===== src/rtl/mem_pkg.sv =====
// Shared constants for the CPU-side memory responder: FSM encodings and parameter defaults.
package mem_pkg;

  localparam logic [1:0] ST_CLEAR = 2'd0;
  localparam logic [1:0] ST_LOAD  = 2'd1;
  localparam logic [1:0] ST_RUN   = 2'd2;

  localparam int unsigned PROG_BASE_DEF  = 8;
  localparam int unsigned INIT_VALUE_DEF = 0;

endpackage


===== src/rtl/mem_array.sv =====
// DEPTH x DATA_WIDTH storage with one write port and a registered, read-first read port.
module mem_array #(
  parameter int unsigned ADDR_WIDTH = 6,
  parameter int unsigned DATA_WIDTH = 16
) (
  input  logic                  clk,
  input  logic                  rst,
  input  logic                  wr_en,
  input  logic [ADDR_WIDTH-1:0] wr_addr,
  input  logic [DATA_WIDTH-1:0] wr_data,
  input  logic                  rd_en,
  input  logic [ADDR_WIDTH-1:0] rd_addr,
  output logic [DATA_WIDTH-1:0] rd_data
);

  localparam int unsigned DEPTH = 2 ** ADDR_WIDTH;

  logic [DATA_WIDTH-1:0] mem [DEPTH];

  // Contents are deliberately not reset; the clear sweep initialises them.
  always_ff @(posedge clk) begin
    if (wr_en) mem[wr_addr] <= wr_data;
  end

  // Same-edge write and read return the old word.
  always_ff @(posedge clk or posedge rst) begin
    if (rst)        rd_data <= '0;
    else if (rd_en) rd_data <= mem[rd_addr];
  end

endmodule


===== src/rtl/memory.sv =====
// CPU memory responder: post-reset clear sweep, optional boot loader, then 1-cycle-latency RAM.
// Boot loader ports and LOAD state exist only when MEM_BOOT_LOAD_EN is defined.
module memory
  import mem_pkg::*;
#(
  parameter int unsigned ADDR_WIDTH = 6,
  parameter int unsigned DATA_WIDTH = 16,
  parameter int unsigned INIT_VALUE = INIT_VALUE_DEF
`ifdef MEM_BOOT_LOAD_EN
  ,
  parameter int unsigned PROG_BASE  = PROG_BASE_DEF
`endif
) (
  input  logic                  clk,
  input  logic                  rst,
  input  logic                  mem_we,
  input  logic [ADDR_WIDTH-1:0] mem_addr,
  input  logic [DATA_WIDTH-1:0] mem_data,
  output logic [DATA_WIDTH-1:0] mem_in,
  output logic                  ready
`ifdef MEM_BOOT_LOAD_EN
  ,
  input  logic                  load_valid,
  input  logic [DATA_WIDTH-1:0] load_data,
  input  logic                  load_done
`endif
);

  localparam logic [ADDR_WIDTH-1:0] ADDR_LAST = '1;

  logic [1:0]            state, state_nx;
  logic [ADDR_WIDTH-1:0] clr_addr, clr_addr_nx;
  logic                  wr_en_c, rd_en_c;
  logic [ADDR_WIDTH-1:0] wr_addr_c;
  logic [DATA_WIDTH-1:0] wr_data_c;
`ifdef MEM_BOOT_LOAD_EN
  logic [ADDR_WIDTH-1:0] load_addr, load_addr_nx;
`endif

  // State, counters and the ready flag.
  always_ff @(posedge clk or posedge rst) begin
    if (rst) begin
      state     <= ST_CLEAR;
      clr_addr  <= '0;
      ready     <= 1'b0;
`ifdef MEM_BOOT_LOAD_EN
      load_addr <= ADDR_WIDTH'(PROG_BASE);
`endif
    end else begin
      state     <= state_nx;
      clr_addr  <= clr_addr_nx;
      ready     <= (state_nx == ST_RUN);
`ifdef MEM_BOOT_LOAD_EN
      load_addr <= load_addr_nx;
`endif
    end
  end

  // Next state and write-port mux: sweep, loader or CPU depending on phase.
  always_comb begin
    state_nx     = state;
    clr_addr_nx  = clr_addr;
    wr_en_c      = 1'b0;
    wr_addr_c    = mem_addr;
    wr_data_c    = mem_data;
    rd_en_c      = 1'b0;
`ifdef MEM_BOOT_LOAD_EN
    load_addr_nx = load_addr;
`endif
    case (state)
      ST_CLEAR: begin
        wr_en_c     = 1'b1;
        wr_addr_c   = clr_addr;
        wr_data_c   = DATA_WIDTH'(INIT_VALUE);
        clr_addr_nx = clr_addr + ADDR_WIDTH'(1);
        if (clr_addr == ADDR_LAST) begin
`ifdef MEM_BOOT_LOAD_EN
          state_nx = ST_LOAD;
`else
          state_nx = ST_RUN;
`endif
        end
      end
`ifdef MEM_BOOT_LOAD_EN
      ST_LOAD: begin
        wr_en_c   = load_valid;
        wr_addr_c = load_addr;
        wr_data_c = load_data;
        if (load_valid) load_addr_nx = load_addr + ADDR_WIDTH'(1);
        // Loading stops at the top of the array rather than wrapping onto the sweep area.
        if (load_done || (load_valid && (load_addr == ADDR_LAST))) state_nx = ST_RUN;
      end
`endif
      ST_RUN: begin
        wr_en_c = mem_we;
        rd_en_c = 1'b1;
      end
      default: state_nx = ST_CLEAR;
    endcase
  end

  mem_array #(
    .ADDR_WIDTH (ADDR_WIDTH),
    .DATA_WIDTH (DATA_WIDTH)
  ) u_array (
    .clk     (clk),
    .rst     (rst),
    .wr_en   (wr_en_c),
    .wr_addr (wr_addr_c),
    .wr_data (wr_data_c),
    .rd_en   (rd_en_c),
    .rd_addr (mem_addr),
    .rd_data (mem_in)
  );

endmodule

===== config.mk =====
export PLATFORM = sky130hd
export DESIGN_NAME = memory
export DESIGN_NICKNAME = d
export VERILOG_FILES = /design/src/rtl/mem_pkg.sv /design/src/rtl/mem_array.sv /design/src/rtl/memory.sv
export SDC_FILE = /design/constraint.sdc
export NUM_CORES = 1
export LEC_CHECK = 0
export ABC_AREA = 1
export ABC_CLOCK_PERIOD_IN_PS = 4950
export CAP_MARGIN = 20
export CORE_MARGIN = 4
export CORE_UTILIZATION = 25
export DETAILED_ROUTE_END_ITERATION = 10
export GPL_ROUTABILITY_DRIVEN = 0
export SLEW_MARGIN = 20
export SYNTH_ARGS = -nofsm -noshare
export SYNTH_HDL_FRONTEND = slang
export SYNTH_SLANG_ARGS = --single-unit

===== constraint.sdc =====
create_clock -name clk -period 4.95 [get_ports clk]
set_clock_uncertainty 0.2 [all_clocks]
set_input_delay 1.2375 -clock clk [delete_from_list [all_inputs] [get_ports clk]]
set_output_delay 1.2375 -clock clk [all_outputs]
set_load 0.02 [all_outputs]

==> impl_metrics.tcl <==
set metrics [dict create \
    dpl.hpwl_mm 67.71 \
    path_delay_family "buffers and inverters" \
    start_kind "primary input" \
    htree_num_levels 3 \
    die_w_um 420.6 \
    wl_per_cell_um 20.00 \
    io_pins 42 \
    path_clk_slew_ps 60 \
    syn_area_mm2 0.04256 \
    viasPerCell 4.610 \
    yosysTopAreaCell "edfxtp_1" \
    synthTopCellsByCount "1,227 x nand2_1, 1,024 x edfxtp_1, 933 x nand3_1" \
    path_cells "clkdlybuf4s50_1 > o21ai_1 > inv_1 > nor2_1 > nand3_2 > nor4_2 > buf_4" \
    status "finished clean" \
    hold_buffers 0 \
    dr.pass1.iters 6 \
    placed_cells 5754 \
    p_seq_frac 0.525 \
    fin_util 0.2904 \
    n_antenna_cell 0 \
    yosysSeqAreaShare 0.7371 \
    worst_slew_pin_slew_ps 1009 \
    post-route-drc-count 0 \
    hold_violations 0 \
    yosys_warnings 0 \
    avgSynthCellArea_um2 11.86 \
    root_buffer "clkbuf_16" \
    synthFlopType "edfxtp_1" \
    cts_buffers 98 \
    drtAntennaViolNets 0 \
    async_flop_share 0.02383 \
    core-area_mm2 0.1693 \
    cap_violations 0 \
    p_int_mw 14.55 \
    clk_latency_ps 670 \
    rsz0062_at_grt "false" \
    yosysUniqueCellTypes 30 \
    clockPowerShare 0.398 \
    grt_pass1_wl_mm 173.7 \
    grt_max_degree 185 \
    drt-initial-drc-count 3015 \
    ys_top_cells_by_area "edfxtp_1 72%, nand3_1 11%, nand2_1 11%" \
    synth_edf_count 1024 \
    finalNonFillerCells 5936 \
    post_cts_resized 0 \
    grtUsageTotal 0.1302 \
    crit_buf_inv 3 \
    layout_min_cycle_time_ps 3453 \
    crit_path_end_kind "register" \
    ys_ff_latch 1049 \
    max_freq_mhz 289.6 \
    syn_to_final_growth_pct 15.49 \
    leakagePower_nw 17.22 \
    pwr-share-comb 0.078 \
    wirelength_mm 118.7 \
    port_buffers 41 \
    postCtsSetupRepairBufs 0 \
    crit_arrival_ps 3610 \
    netlist_instances 3589 \
    powerDensity_mw_per_mm2 386.2 \
    numClockSinks 1049 \
    die_area_mm2 0.1769 \
    setup_viol 0 \
    hold_path_class "reg -> reg" \
    row_count 151 \
    p_switching_mw 4.439 \
    vdd_drop_max_mv 0.2401 \
    yosysMostFrequentCell "nand2_1" \
    slew_headroom 0.3273 \
    period_share 0.6976 \
    crit_path_max_incr_delay_ps 600 \
    worst-path-max-fanout 12 \
    clock_path_buffers 3 \
    critPathSlowestCell "clkdlybuf4s50_1" \
    vias 27366 \
    grt_pass1_vias 25849 \
    worstSetupPathType "in -> reg" \
    syn-num-nets 3615 \
    antenna_found_initial 0 \
    rrSetupSlack_ps 1660 \
    drive_above_1_share 0.08472 \
    finalNetCount 3662 \
    cts_tree "yes" \
    swShare 0.2338 \
    globalRouteOverflowTotal 0 \
    synth_top_area_share 0.7224 \
    drv_slew 0 \
    required_ps 5110 \
    die_h_um 420.6 \
    start_util 0.2514 \
    fin_tns_setup_ps 0 \
]
per-stage QoR:
stage / setup WS (ps) / area (um^2) / hold slack [ps] / total power [mW]
CTS: 1532 / 49160 / 295.6 / 19.11
floorplan: 656.4 / 42560 / 263.2 / 11.00
global route: 1403 / 49160 / 311.6 / 19.58
detailed placement: 818.3 / 45980 / 279.0 / 11.63
finish: 1497 / 49160 / 301.1 / 18.99
global placement: 792.5 / 45980 / 286.2 / 11.61
placed cells by master (no fill, tap or decap), types with 2 or more instances in the layout:
master,netlist,routed
nand2_1,1227,1227
edfxtp_1,1024,1024
nand3_1,933,933
buf_4,54,115
clkbuf_16,0,99
nor2_1,79,63
clkdlybuf4s50_1,0,37
inv_1,31,27
clkbuf_1,45,25
dfrtp_1,25,25
clkinv_1,1,20
buf_12,0,19
nor2_4,0,17
clkinv_2,0,17
bufinv_16,0,11
nand4_1,9,9
nor4_2,0,8
inv_2,4,6
clkinvlp_4,0,4
xor2_1,3,3
inv_6,0,3
o41ai_1,2,2
o21ai_1,2,2
o21ai_2,2,2
buf_8,0,2
per-layer routing:
metal | global-route usage | vias up | part of all wire | wire (um)
li1 | - | 12747 | - | -
met1 | 0.1650 | 13471 | 0.40 | 47460
met2 | 0.2244 | 974 | 0.50 | 59680
met3 | 0.01892 | 174 | 0.061 | 7188
met4 | 0.05048 | 0 | 0.037 | 4408
met5 | 0 | - | 0 | 0
path summary, 6_finish.rpt:
path / start / endpoint / cells past startpoint
worst min-delay path: u_array.rd_data[14]$_DFFE_PP0N_ / u_array.rd_data[14]$_DFFE_PP0N_ / 2
worst min register to register: u_array.rd_data[14]$_DFFE_PP0N_ / u_array.rd_data[14]$_DFFE_PP0N_ / 2
min in group asynchronous: rst / u_array.rd_data[2]$_DFFE_PP0N_ / 2
worst max register to register: state[0]$_DFF_PP0_ / u_array.mem[62][14]$_DFFE_PP_ / 6
worst max-delay path: mem_addr[4] / u_array.mem[41][7]$_DFFE_PP_ / 7
max in group asynchronous: rst / clr_addr[2]$_DFFE_PP0P_ / 2
flip-flops by register name (all words and copies together), names as in the netlist:
| register | count |
|---|---|
| ready | 1 |
| clr_addr | 6 |
| u_array.rd_data | 16 |
| u_array.mem | 1024 |
| state | 2 |
cells by family after synthesis:
kind of cell / share of synthesized area
adder cells (fa/ha/maj): 0.0002939
AO/OA/AOI/OAI: 0.002058
XOR/XNOR: 0.0006174
AND/OR/NAND/NOR: 0.2280
other: 0.00008810
flip-flops: 0.7371
buffers and inverters: 0.03181
power groups by stage:
stage | registers (mW) | logic [mW] | clock network, mW
after floorplan | 10.2 | 0.847 | 0
after global placement | 10.2 | 1.46 | 0
after detailed placement | 10.2 | 1.48 | 0
after CTS | 9.96 | 1.48 | 7.67
after global routing | 9.97 | 1.59 | 8.02
final | 9.96 | 1.47 | 7.55
area by class of cell:
| cell class | instances | area, um^2 |
|---|---|---|
| Tap cell | 2218 | 2775 |
| Fill cell | 17174 | 120100 |
| Multi-Input combinational cell | 2276 | 10010 |
| Inverter | 37 | 165.2 |
| Sequential cell | 1049 | 31380 |
| Clock inverter | 57 | 598.1 |
| Clock buffer | 125 | 2585 |
| Timing Repair Buffer | 174 | 1649 |
worst min-delay path, cell delays in order (launching register included):
cell	delay (ps)
dfrtp_1	350
nand2_1	60
nand2_1	60
Power figures use the tool's default switching activity.
